<file path="src/rtl/reorder_buffer_if.sv">
// Rename/execute <-> reorder buffer signal bundle: allocation, writeback,
// branch resolution, and retirement/free-list return.
interface reorder_buffer_if #(
  parameter int unsigned TAG_W  = 4,
  parameter int unsigned PREG_W = 7,
  parameter int unsigned PC_W   = 32
);
  logic              alloc_valid;
  logic              alloc_ready;
  logic [TAG_W-1:0]  alloc_tag;
  logic [PREG_W-1:0] alloc_pd_new;
  logic [PREG_W-1:0] alloc_pd_old;
  logic              alloc_is_br;
  logic [PC_W-1:0]   alloc_pc;

  logic              wb_valid;
  logic [TAG_W-1:0]  wb_tag;

  logic              br_valid;
  logic [TAG_W-1:0]  br_tag;
  logic              br_mispredict;

  logic              commit_valid;
  logic [TAG_W-1:0]  commit_tag;
  logic [PC_W-1:0]   commit_pc;
  logic              free_en;
  logic [PREG_W-1:0] free_preg;
  logic              mispredict;

  modport master (
    output alloc_valid, alloc_tag, alloc_pd_new, alloc_pd_old, alloc_is_br, alloc_pc,
    output wb_valid, wb_tag, br_valid, br_tag, br_mispredict,
    input  alloc_ready, commit_valid, commit_tag, commit_pc, free_en, free_preg, mispredict
  );

  modport slave (
    input  alloc_valid, alloc_tag, alloc_pd_new, alloc_pd_old, alloc_is_br, alloc_pc,
    input  wb_valid, wb_tag, br_valid, br_tag, br_mispredict,
    output alloc_ready, commit_valid, commit_tag, commit_pc, free_en, free_preg, mispredict
  );
endinterface

</file>
<file path="src/rtl/reorder_buffer.sv">
// In-order retirement buffer: records completion out of order, commits one
// instruction per cycle in program order, and squashes younger entries on a mispredict.
module reorder_buffer #(
  parameter int unsigned DEPTH  = 16,
  parameter int unsigned TAG_W  = 4,
  parameter int unsigned PREG_W = 7,
  parameter int unsigned PC_W   = 32
) (
  input  logic            clk,
  input  logic            reset,
  reorder_buffer_if.slave rob
);
  localparam int unsigned CNT_W = TAG_W + 1;

  typedef struct packed {
    logic              is_br;
    logic [PREG_W-1:0] pd_new;
    logic [PREG_W-1:0] pd_old;
    logic [PC_W-1:0]   pc;
  } entry_t;

  entry_t           entries [DEPTH];
  logic [DEPTH-1:0] valid, done, valid_nxt, done_nxt, squash;
  logic [TAG_W-1:0] head, tail, head_nxt, tail_nxt, br_rel;
  logic [CNT_W-1:0] count, count_nxt;
  logic             fire, alloc, flush;
  entry_t           head_entry;
  logic             unused_fields;

  assign head_entry = entries[head];
  // is_br and pd_new are carried per entry for debug visibility only
  assign unused_fields = ^{head_entry.is_br, head_entry.pd_new};

  assign rob.alloc_ready = !reset && (count < CNT_W'(DEPTH)) &&
                           !(rob.br_valid && rob.br_mispredict);

  // Next-state: completion marking, retirement, squash, allocation
  always_comb begin
    fire   = valid[head] && done[head];
    alloc  = rob.alloc_valid && rob.alloc_ready;
    flush  = rob.br_valid && rob.br_mispredict && valid[rob.br_tag];
    br_rel = rob.br_tag - head;

    // Age is distance from head; everything further than the branch is younger
    squash = '0;
    for (int unsigned i = 0; i < DEPTH; i++) begin
      if (flush && ((TAG_W'(i) - head) > br_rel)) squash[i] = 1'b1;
    end

    valid_nxt = valid;
    done_nxt  = done;
    if (rob.wb_valid && valid[rob.wb_tag]) done_nxt[rob.wb_tag] = 1'b1;
    if (rob.br_valid && valid[rob.br_tag]) done_nxt[rob.br_tag] = 1'b1;
    if (fire) begin
      valid_nxt[head] = 1'b0;
      done_nxt[head]  = 1'b0;
    end
    valid_nxt = valid_nxt & ~squash;
    done_nxt  = done_nxt & ~squash;
    if (alloc) begin
      valid_nxt[tail] = 1'b1;
      done_nxt[tail]  = 1'b0;
    end

    head_nxt = head + TAG_W'(fire);
    if (flush) begin
      tail_nxt  = rob.br_tag + TAG_W'(1);
      count_nxt = CNT_W'(br_rel) + CNT_W'(1) - CNT_W'(fire);
    end else begin
      tail_nxt  = tail + TAG_W'(alloc);
      count_nxt = count + CNT_W'(alloc) - CNT_W'(fire);
    end
  end

  // Payload storage needs no reset; validity is tracked separately
  always_ff @(posedge clk) begin
    if (alloc) begin
      entries[tail] <= '{is_br:  rob.alloc_is_br,
                         pd_new: rob.alloc_pd_new,
                         pd_old: rob.alloc_pd_old,
                         pc:     rob.alloc_pc};
    end
  end

  // Pointers, status bits and registered retirement outputs
  always_ff @(posedge clk or posedge reset) begin
    if (reset) begin
      head             <= '0;
      tail             <= '0;
      count            <= '0;
      valid            <= '0;
      done             <= '0;
      rob.commit_valid <= 1'b0;
      rob.commit_tag   <= '0;
      rob.commit_pc    <= '0;
      rob.free_en      <= 1'b0;
      rob.free_preg    <= '0;
      rob.mispredict   <= 1'b0;
    end else begin
      head             <= head_nxt;
      tail             <= tail_nxt;
      count            <= count_nxt;
      valid            <= valid_nxt;
      done             <= done_nxt;
      rob.commit_valid <= fire;
      rob.free_en      <= fire && (head_entry.pd_old != '0);
      rob.mispredict   <= flush;
      if (fire) begin
        rob.commit_tag <= head;
        rob.commit_pc  <= head_entry.pc;
        rob.free_preg  <= head_entry.pd_old;
      end
    end
  end

  alloc_tag_matches_tail: assert property (@(posedge clk) disable iff (reset)
    (rob.alloc_valid && rob.alloc_ready) |-> (rob.alloc_tag == tail));

endmodule

</file>
<file path="src/flat_wrapper.sv">
// flat-port wrapper written by rule: the top's interface ports become plain ports
module reorder_buffer_flat 
#(
  parameter int unsigned DEPTH  = 16,
  parameter int unsigned TAG_W  = 4,
  parameter int unsigned PREG_W = 7,
  parameter int unsigned PC_W   = 32
)
  (clk, reset, rob_alloc_valid, rob_alloc_tag, rob_alloc_pd_new, rob_alloc_pd_old, rob_alloc_is_br, rob_alloc_pc, rob_wb_valid, rob_wb_tag, rob_br_valid, rob_br_tag, rob_br_mispredict, rob_alloc_ready, rob_commit_valid, rob_commit_tag, rob_commit_pc, rob_free_en, rob_free_preg, rob_mispredict);
  reorder_buffer_if #(.TAG_W(TAG_W), .PREG_W(PREG_W), .PC_W(PC_W)) rob_i ();
  input  logic clk;
  input  logic reset;
  input wire logic [$bits(rob_i.alloc_valid)-1:0] rob_alloc_valid;
  input wire logic [$bits(rob_i.alloc_tag)-1:0] rob_alloc_tag;
  input wire logic [$bits(rob_i.alloc_pd_new)-1:0] rob_alloc_pd_new;
  input wire logic [$bits(rob_i.alloc_pd_old)-1:0] rob_alloc_pd_old;
  input wire logic [$bits(rob_i.alloc_is_br)-1:0] rob_alloc_is_br;
  input wire logic [$bits(rob_i.alloc_pc)-1:0] rob_alloc_pc;
  input wire logic [$bits(rob_i.wb_valid)-1:0] rob_wb_valid;
  input wire logic [$bits(rob_i.wb_tag)-1:0] rob_wb_tag;
  input wire logic [$bits(rob_i.br_valid)-1:0] rob_br_valid;
  input wire logic [$bits(rob_i.br_tag)-1:0] rob_br_tag;
  input wire logic [$bits(rob_i.br_mispredict)-1:0] rob_br_mispredict;
  output wire logic [$bits(rob_i.alloc_ready)-1:0] rob_alloc_ready;
  output wire logic [$bits(rob_i.commit_valid)-1:0] rob_commit_valid;
  output wire logic [$bits(rob_i.commit_tag)-1:0] rob_commit_tag;
  output wire logic [$bits(rob_i.commit_pc)-1:0] rob_commit_pc;
  output wire logic [$bits(rob_i.free_en)-1:0] rob_free_en;
  output wire logic [$bits(rob_i.free_preg)-1:0] rob_free_preg;
  output wire logic [$bits(rob_i.mispredict)-1:0] rob_mispredict;
  assign rob_i.alloc_valid = rob_alloc_valid;
  assign rob_i.alloc_tag = rob_alloc_tag;
  assign rob_i.alloc_pd_new = rob_alloc_pd_new;
  assign rob_i.alloc_pd_old = rob_alloc_pd_old;
  assign rob_i.alloc_is_br = rob_alloc_is_br;
  assign rob_i.alloc_pc = rob_alloc_pc;
  assign rob_i.wb_valid = rob_wb_valid;
  assign rob_i.wb_tag = rob_wb_tag;
  assign rob_i.br_valid = rob_br_valid;
  assign rob_i.br_tag = rob_br_tag;
  assign rob_i.br_mispredict = rob_br_mispredict;
  assign rob_alloc_ready = rob_i.alloc_ready;
  assign rob_commit_valid = rob_i.commit_valid;
  assign rob_commit_tag = rob_i.commit_tag;
  assign rob_commit_pc = rob_i.commit_pc;
  assign rob_free_en = rob_i.free_en;
  assign rob_free_preg = rob_i.free_preg;
  assign rob_mispredict = rob_i.mispredict;
  reorder_buffer #(.DEPTH(DEPTH), .TAG_W(TAG_W), .PREG_W(PREG_W), .PC_W(PC_W)) u_core (.clk(clk), .reset(reset), .rob(rob_i));
endmodule
</file>
<file path="config.mk">
export PLATFORM = sky130hd
export DESIGN_NAME = reorder_buffer_flat
export DESIGN_NICKNAME = d
export VERILOG_FILES = /design/src/rtl/reorder_buffer_if.sv /design/src/rtl/reorder_buffer.sv /design/src/flat_wrapper.sv
export SDC_FILE = /design/constraint.sdc
export NUM_CORES = 1
export LEC_CHECK = 0
export ABC_AREA = 0
export BUFFER_PORTS_ARGS = -buffer_cell sky130_fd_sc_hd__buf_2
export CORE_MARGIN = 5
export CORE_UTILIZATION = 60
export DETAILED_ROUTE_END_ITERATION = 12
export PLACE_DENSITY_LB_ADDON = 0.1
export SLEW_MARGIN = 0
export SYNTH_ARGS = -nofsm -noshare
export SYNTH_HDL_FRONTEND = slang
export SYNTH_SLANG_ARGS = --single-unit
</file>
<file path="constraint.sdc">
create_clock -name clk -period 7.3 [get_ports clk]
set_clock_uncertainty 0.15 [all_clocks]
set_input_delay 0.73 -clock clk [delete_from_list [all_inputs] [get_ports clk]]
set_output_delay 0.73 -clock clk [all_outputs]
set_load 0.1 [all_outputs]
</file>
==> out/qor.tcl <==
set qor(critical_path.startpoint) {u_core.head[1]$_DFF_PP0_}
set qor(reg_to_reg_setup_timing_slack_ns) 2.65
set qor(max_slew_margin) 0.242
set qor(ctsResizeCount) 0
set qor(synthCells) 1561
set qor(syn_avg_cell_area_sq_um) 18.9
set qor(fmaxAchievable_ghz) 0.215
set qor(setup_total_negative_slack_ns) 0
set qor(number_of_antenna_violations_at_the_first_check_in_global_routing) 3
set qor(timing.critical_path.slowest_stage_cell) {sky130_fd_sc_hd__dfrtp_4}
set qor(ant_nets) 0
set qor(drt_first_iter_violations) 1660
set qor(worst-endpoint-arrival_ns) 4.97
set qor(grt_use_met1) 0.376
set qor(drt-vias-per-instance) 6.37
set qor(start_util) 0.604
set qor(final-instance-count-excl-fill) 2416
set qor(ys_ff_latch) 715
set qor(worstHoldPathType) {input port to asynchronous set/reset pin}
set qor(place.port_buffers) 99
set qor(use_met2) 0.399
set qor(die_x_um) 232
set qor(post-cts-setup-buffers) 0
set qor(synth-main-ff-cell) {sky130_fd_sc_hd__edfxtp_1}
set qor(max-vdd-ir-drop_mv) 0.361
set qor(synthesis.area_sq_mm) 0.0295
set qor(routabilityCongestion) 0.911
set qor(routed_wl_um) 67200
set qor(wire_per_inst_um) 27.8
set qor(layout_worst_path_cycle_share) 0.637
set qor(grt_use_met3) 0.0445
set qor(clock-root-buffer) {sky130_fd_sc_hd__clkbuf_16}
set qor(cap_viol_max_count) 0
set qor(worst_hold_margin_ns) 0.0335
set qor(numCtsBuffers) 73
set qor(clock_path_buffers) 3
set qor(num_antenna_cells) 0
set qor(synth_seq_area_share) 0.712
set qor(utilization) 0.678
set qor(placed_cells) 2282
set qor(synthTopCellsByCount) {624 x sky130_fd_sc_hd__edfxtp_1, 189 x sky130_fd_sc_hd__nand2_1, 183 x sky130_fd_sc_hd__mux4_2, 91 x sky130_fd_sc_hd__dfrtp_1, 51 x sky130_fd_sc_hd__nor2_1}
set qor(dr_total_vias) 15384
set qor(synth_fp_nets) 1677
set qor(setup_ws_ns) 2.65
set qor(place_ws_ns) 2.69
set qor(power.share.combinational) 0.363
set qor(syn2layout_area_growth_pct) 12.2
set qor(number_of_filler_cells_placed_in_the_layout) 3226
set qor(number_of_flops_mapped_to_enable_cells_by_yosys) 624
set qor(post_route_cells_drive_above_1_share) 0.259
set qor(number_of_global_route_vias_before_repair) 15742
set qor(globalRoute.totalOverflow) 0
set qor(timing.final.setup_violations) 0
set qor(tritoncts) {built}
set qor(proportion_of_register_bits_with_asynchronous_set_or_reset_after_synthesis) 0.127
set qor(grt_max_degree) 71
set qor(yosysMostFrequentCell) {sky130_fd_sc_hd__edfxtp_1}
set qor(power.density_mw_per_mm2) 418
set qor(num_rows) 81
set qor(cp_data_required_time_ns) 7.62
set qor(clock_tree.htree_level_count) 3
set qor(synthDominantCellAreaShare) 0.635
set qor(design.die.area_sq_mm) 0.0537
set qor(coreArea_sq_mm) 0.0488
set qor(clock_sinks) 715
set qor(worst_r2r_startpoint) {u_core.head[1]$_DFF_PP0_}
set qor(gr-usage-all-layers) 0.255
set qor(switching_power_w) 0.00489
set qor(post-synth-top-area-cell) {sky130_fd_sc_hd__edfxtp_1}
set qor(status) {finished, final reports clean}
set qor(cts_hold_repair.buffers) 0
set qor(post-dp-hpwl_um) 35600
set qor(cellInternalPower_w) 0.00894
set qor(grt_first_pass_wirelength_um) 101000
set qor(drt_first_pass_iters) 7
set qor(yosysUniqueCellTypes) 65
set qor(synth.top_cells.by_area) {sky130_fd_sc_hd__edfxtp_1 63%, sky130_fd_sc_hd__mux4_2 14%, sky130_fd_sc_hd__dfrtp_1 7.7%, sky130_fd_sc_hd__nand2_1 2.4%, sky130_fd_sc_hd__ha_1 2.1%}
set qor(ff2ff_path_depth) 11
set qor(p_leak_nw) 11.5
set qor(power_frac_seq) 0.368
set qor(worst_setup_hold_path_clk_slew_ns) 0.06
set qor(critical_path.max_fanout) 36
set qor(timing.final.hold_violations) 0
set qor(clk_lat_worst_skew_ns) 0.59
set qor(critical_path.cell_chain) {inv_2, fa_1, xor2_1, inv_1, ha_1, or2_2, o22a_1, a311o_1, a32oi_1, a211oi_1, nor4_1}
set qor(crit_path_end_kind) {register}
set qor(timing.final.crit_period_ns) 4.65
set qor(rsz_0062_raised_after_global_routing) {false}
set qor(die-height_um) 232
set qor(final_max_slew_viol_count) 0
set qor(nNetsFinal) 1809
set qor(crit_end) {u_core.done[1]$_DFF_PP0_}
set qor(yosys_warns) 0
set qor(drc) 0
set qor(critical_path.max_stage_delay_ns) 0.80
set qor(clock_power_share) 0.269
set qor(grt.busiest_layer) {met2}
set qor(worst-slew-pin-transition_ns) 1.13
set qor(num_io_pins) 112
set qor(worst_setup_path_start_kind) {register}
set qor(timing.rr.end) {u_core.done[1]$_DFF_PP0_}
set qor(crit_type) {register to register}
set qor(power.switching_fraction) 0.353
## routing by layer
layer,part of all wire,vias up
li1,-,6542
met1,0.41,8033
met2,0.48,677
met3,0.077,126
met4,0.031,6
met5,0.00061,-
## power groups by stage
stage	sequential, W	clock (W)	combinational (W)
6_report	0.00509	0.00371	0.00503
2_1_floorplan	0.00582	0	0.00331
4_1_cts	0.00509	0.00377	0.00504
5_1_grt	0.00514	0.00397	0.00542
3_5_place_dp	0.00517	0	0.00501
3_3_place_gp	0.00516	0	0.00494
## sequential cells by signal (all words and copies together) (netlist names)
signal / flops
u_core.rob.commit_pc: 32
u_core.head: 4
u_core.rob.free_preg: 7
u_core.rob.commit_valid: 1
u_core.count: 5
u_core.rob.commit_tag: 4
u_core.valid: 16
u_core.entries: 624
u_core.rob.mispredict: 1
u_core.tail: 4
u_core.rob.free_en: 1
u_core.done: 16
## cell usage in the layout, fill, tap and decap left out, types with 6 or more instances in the layout
cell and instances:
sky130_fd_sc_hd__a21o_1 9, sky130_fd_sc_hd__o21a_1 7, sky130_fd_sc_hd__clkbuf_16 78, sky130_fd_sc_hd__edfxtp_1 624, sky130_fd_sc_hd__nor2_1 42, sky130_fd_sc_hd__clkbuf_1 25
sky130_fd_sc_hd__a31oi_1 8, sky130_fd_sc_hd__mux4_1 18, sky130_fd_sc_hd__o21ai_0 28, sky130_fd_sc_hd__clkinv_2 10, sky130_fd_sc_hd__buf_2 99, sky130_fd_sc_hd__ha_1 49
sky130_fd_sc_hd__nand3_1 20, sky130_fd_sc_hd__buf_4 28, sky130_fd_sc_hd__mux2i_1 7, sky130_fd_sc_hd__nand2b_1 6, sky130_fd_sc_hd__inv_2 9, sky130_fd_sc_hd__bufinv_16 6
sky130_fd_sc_hd__o22ai_1 24, sky130_fd_sc_hd__a21oi_1 14, sky130_fd_sc_hd__clkinv_1 9, sky130_fd_sc_hd__xnor2_1 10, sky130_fd_sc_hd__mux4_2 183, sky130_fd_sc_hd__nor2_4 9
sky130_fd_sc_hd__nand3b_1 9, sky130_fd_sc_hd__nor3_1 8, sky130_fd_sc_hd__nand2_1 189, sky130_fd_sc_hd__inv_1 29, sky130_fd_sc_hd__dfrtp_1 88, sky130_fd_sc_hd__xor2_1 8
## worst max-delay path, delay by kind of cell, from the launching register on
| kind | cells | cell delay [ns] |
|---|---|---|
| AND/OR/NAND/NOR | 2 | 0.63 |
| XOR/XNOR | 1 | 0.53 |
| flip-flops | 1 | 0.80 |
| adder cells (fa/ha/maj) | 2 | 0.84 |
| AO/OA/AOI/OAI | 4 | 0.85 |
| buffers and inverters | 2 | 0.71 |
## logic make-up after synthesis
group	Yosys count	share of synthesized area
xor+xnor	21	0.00721
simple gates	317	0.0472
mux	210	0.159
compound gates	133	0.0306
buf+inv	111	0.0209
flops	715	0.712
fa+ha+maj	54	0.0232
## per-stage QoR
| step | total power [W] | cell area (sq um) |
|---|---|---|
| floorplan | 0.00912 | 29500 |
| global placement | 0.0101 | 30700 |
| detailed placement | 0.0102 | 30700 |
| CTS | 0.0139 | 33100 |
| global route | 0.0145 | 33100 |
| finish | 0.0138 | 33100 |
## area by class of cell
| type | count | area [sq um] | share of cell area |
|---|---|---|---|
| Tap cell | 664 | 831 | 0.0251 |
| Multi-Input combinational cell | 735 | 7990 | 0.241 |
| Timing Repair Buffer | 127 | 706 | 0.0213 |
| Inverter | 41 | 160 | 0.00484 |
| Sequential cell | 715 | 21000 | 0.635 |
| Clock inverter | 27 | 292 | 0.00881 |
| Clock buffer | 107 | 2100 | 0.0635 |
## how the worst min path moves through the flow
stage	endpoint	from	cells after the start
floorplan	u_core.valid[11]$_DFF_PP0_	u_core.valid[11]$_DFF_PP0_	1
global placement	u_core.rob.commit_pc[24]$_DFFE_PP0N_	u_core.rob.commit_pc[24]$_DFFE_PP0N_	2
detailed placement	u_core.rob.commit_pc[7]$_DFFE_PP0N_	u_core.rob.commit_pc[7]$_DFFE_PP0N_	2
CTS	u_core.count[4]$_DFF_PP0_	reset	2
global route	u_core.rob.commit_pc[30]$_DFFE_PP0N_	reset	2
finish	u_core.rob.commit_pc[30]$_DFFE_PP0N_	reset	2
No activity file was read; power rests on OpenSTA's default activity.
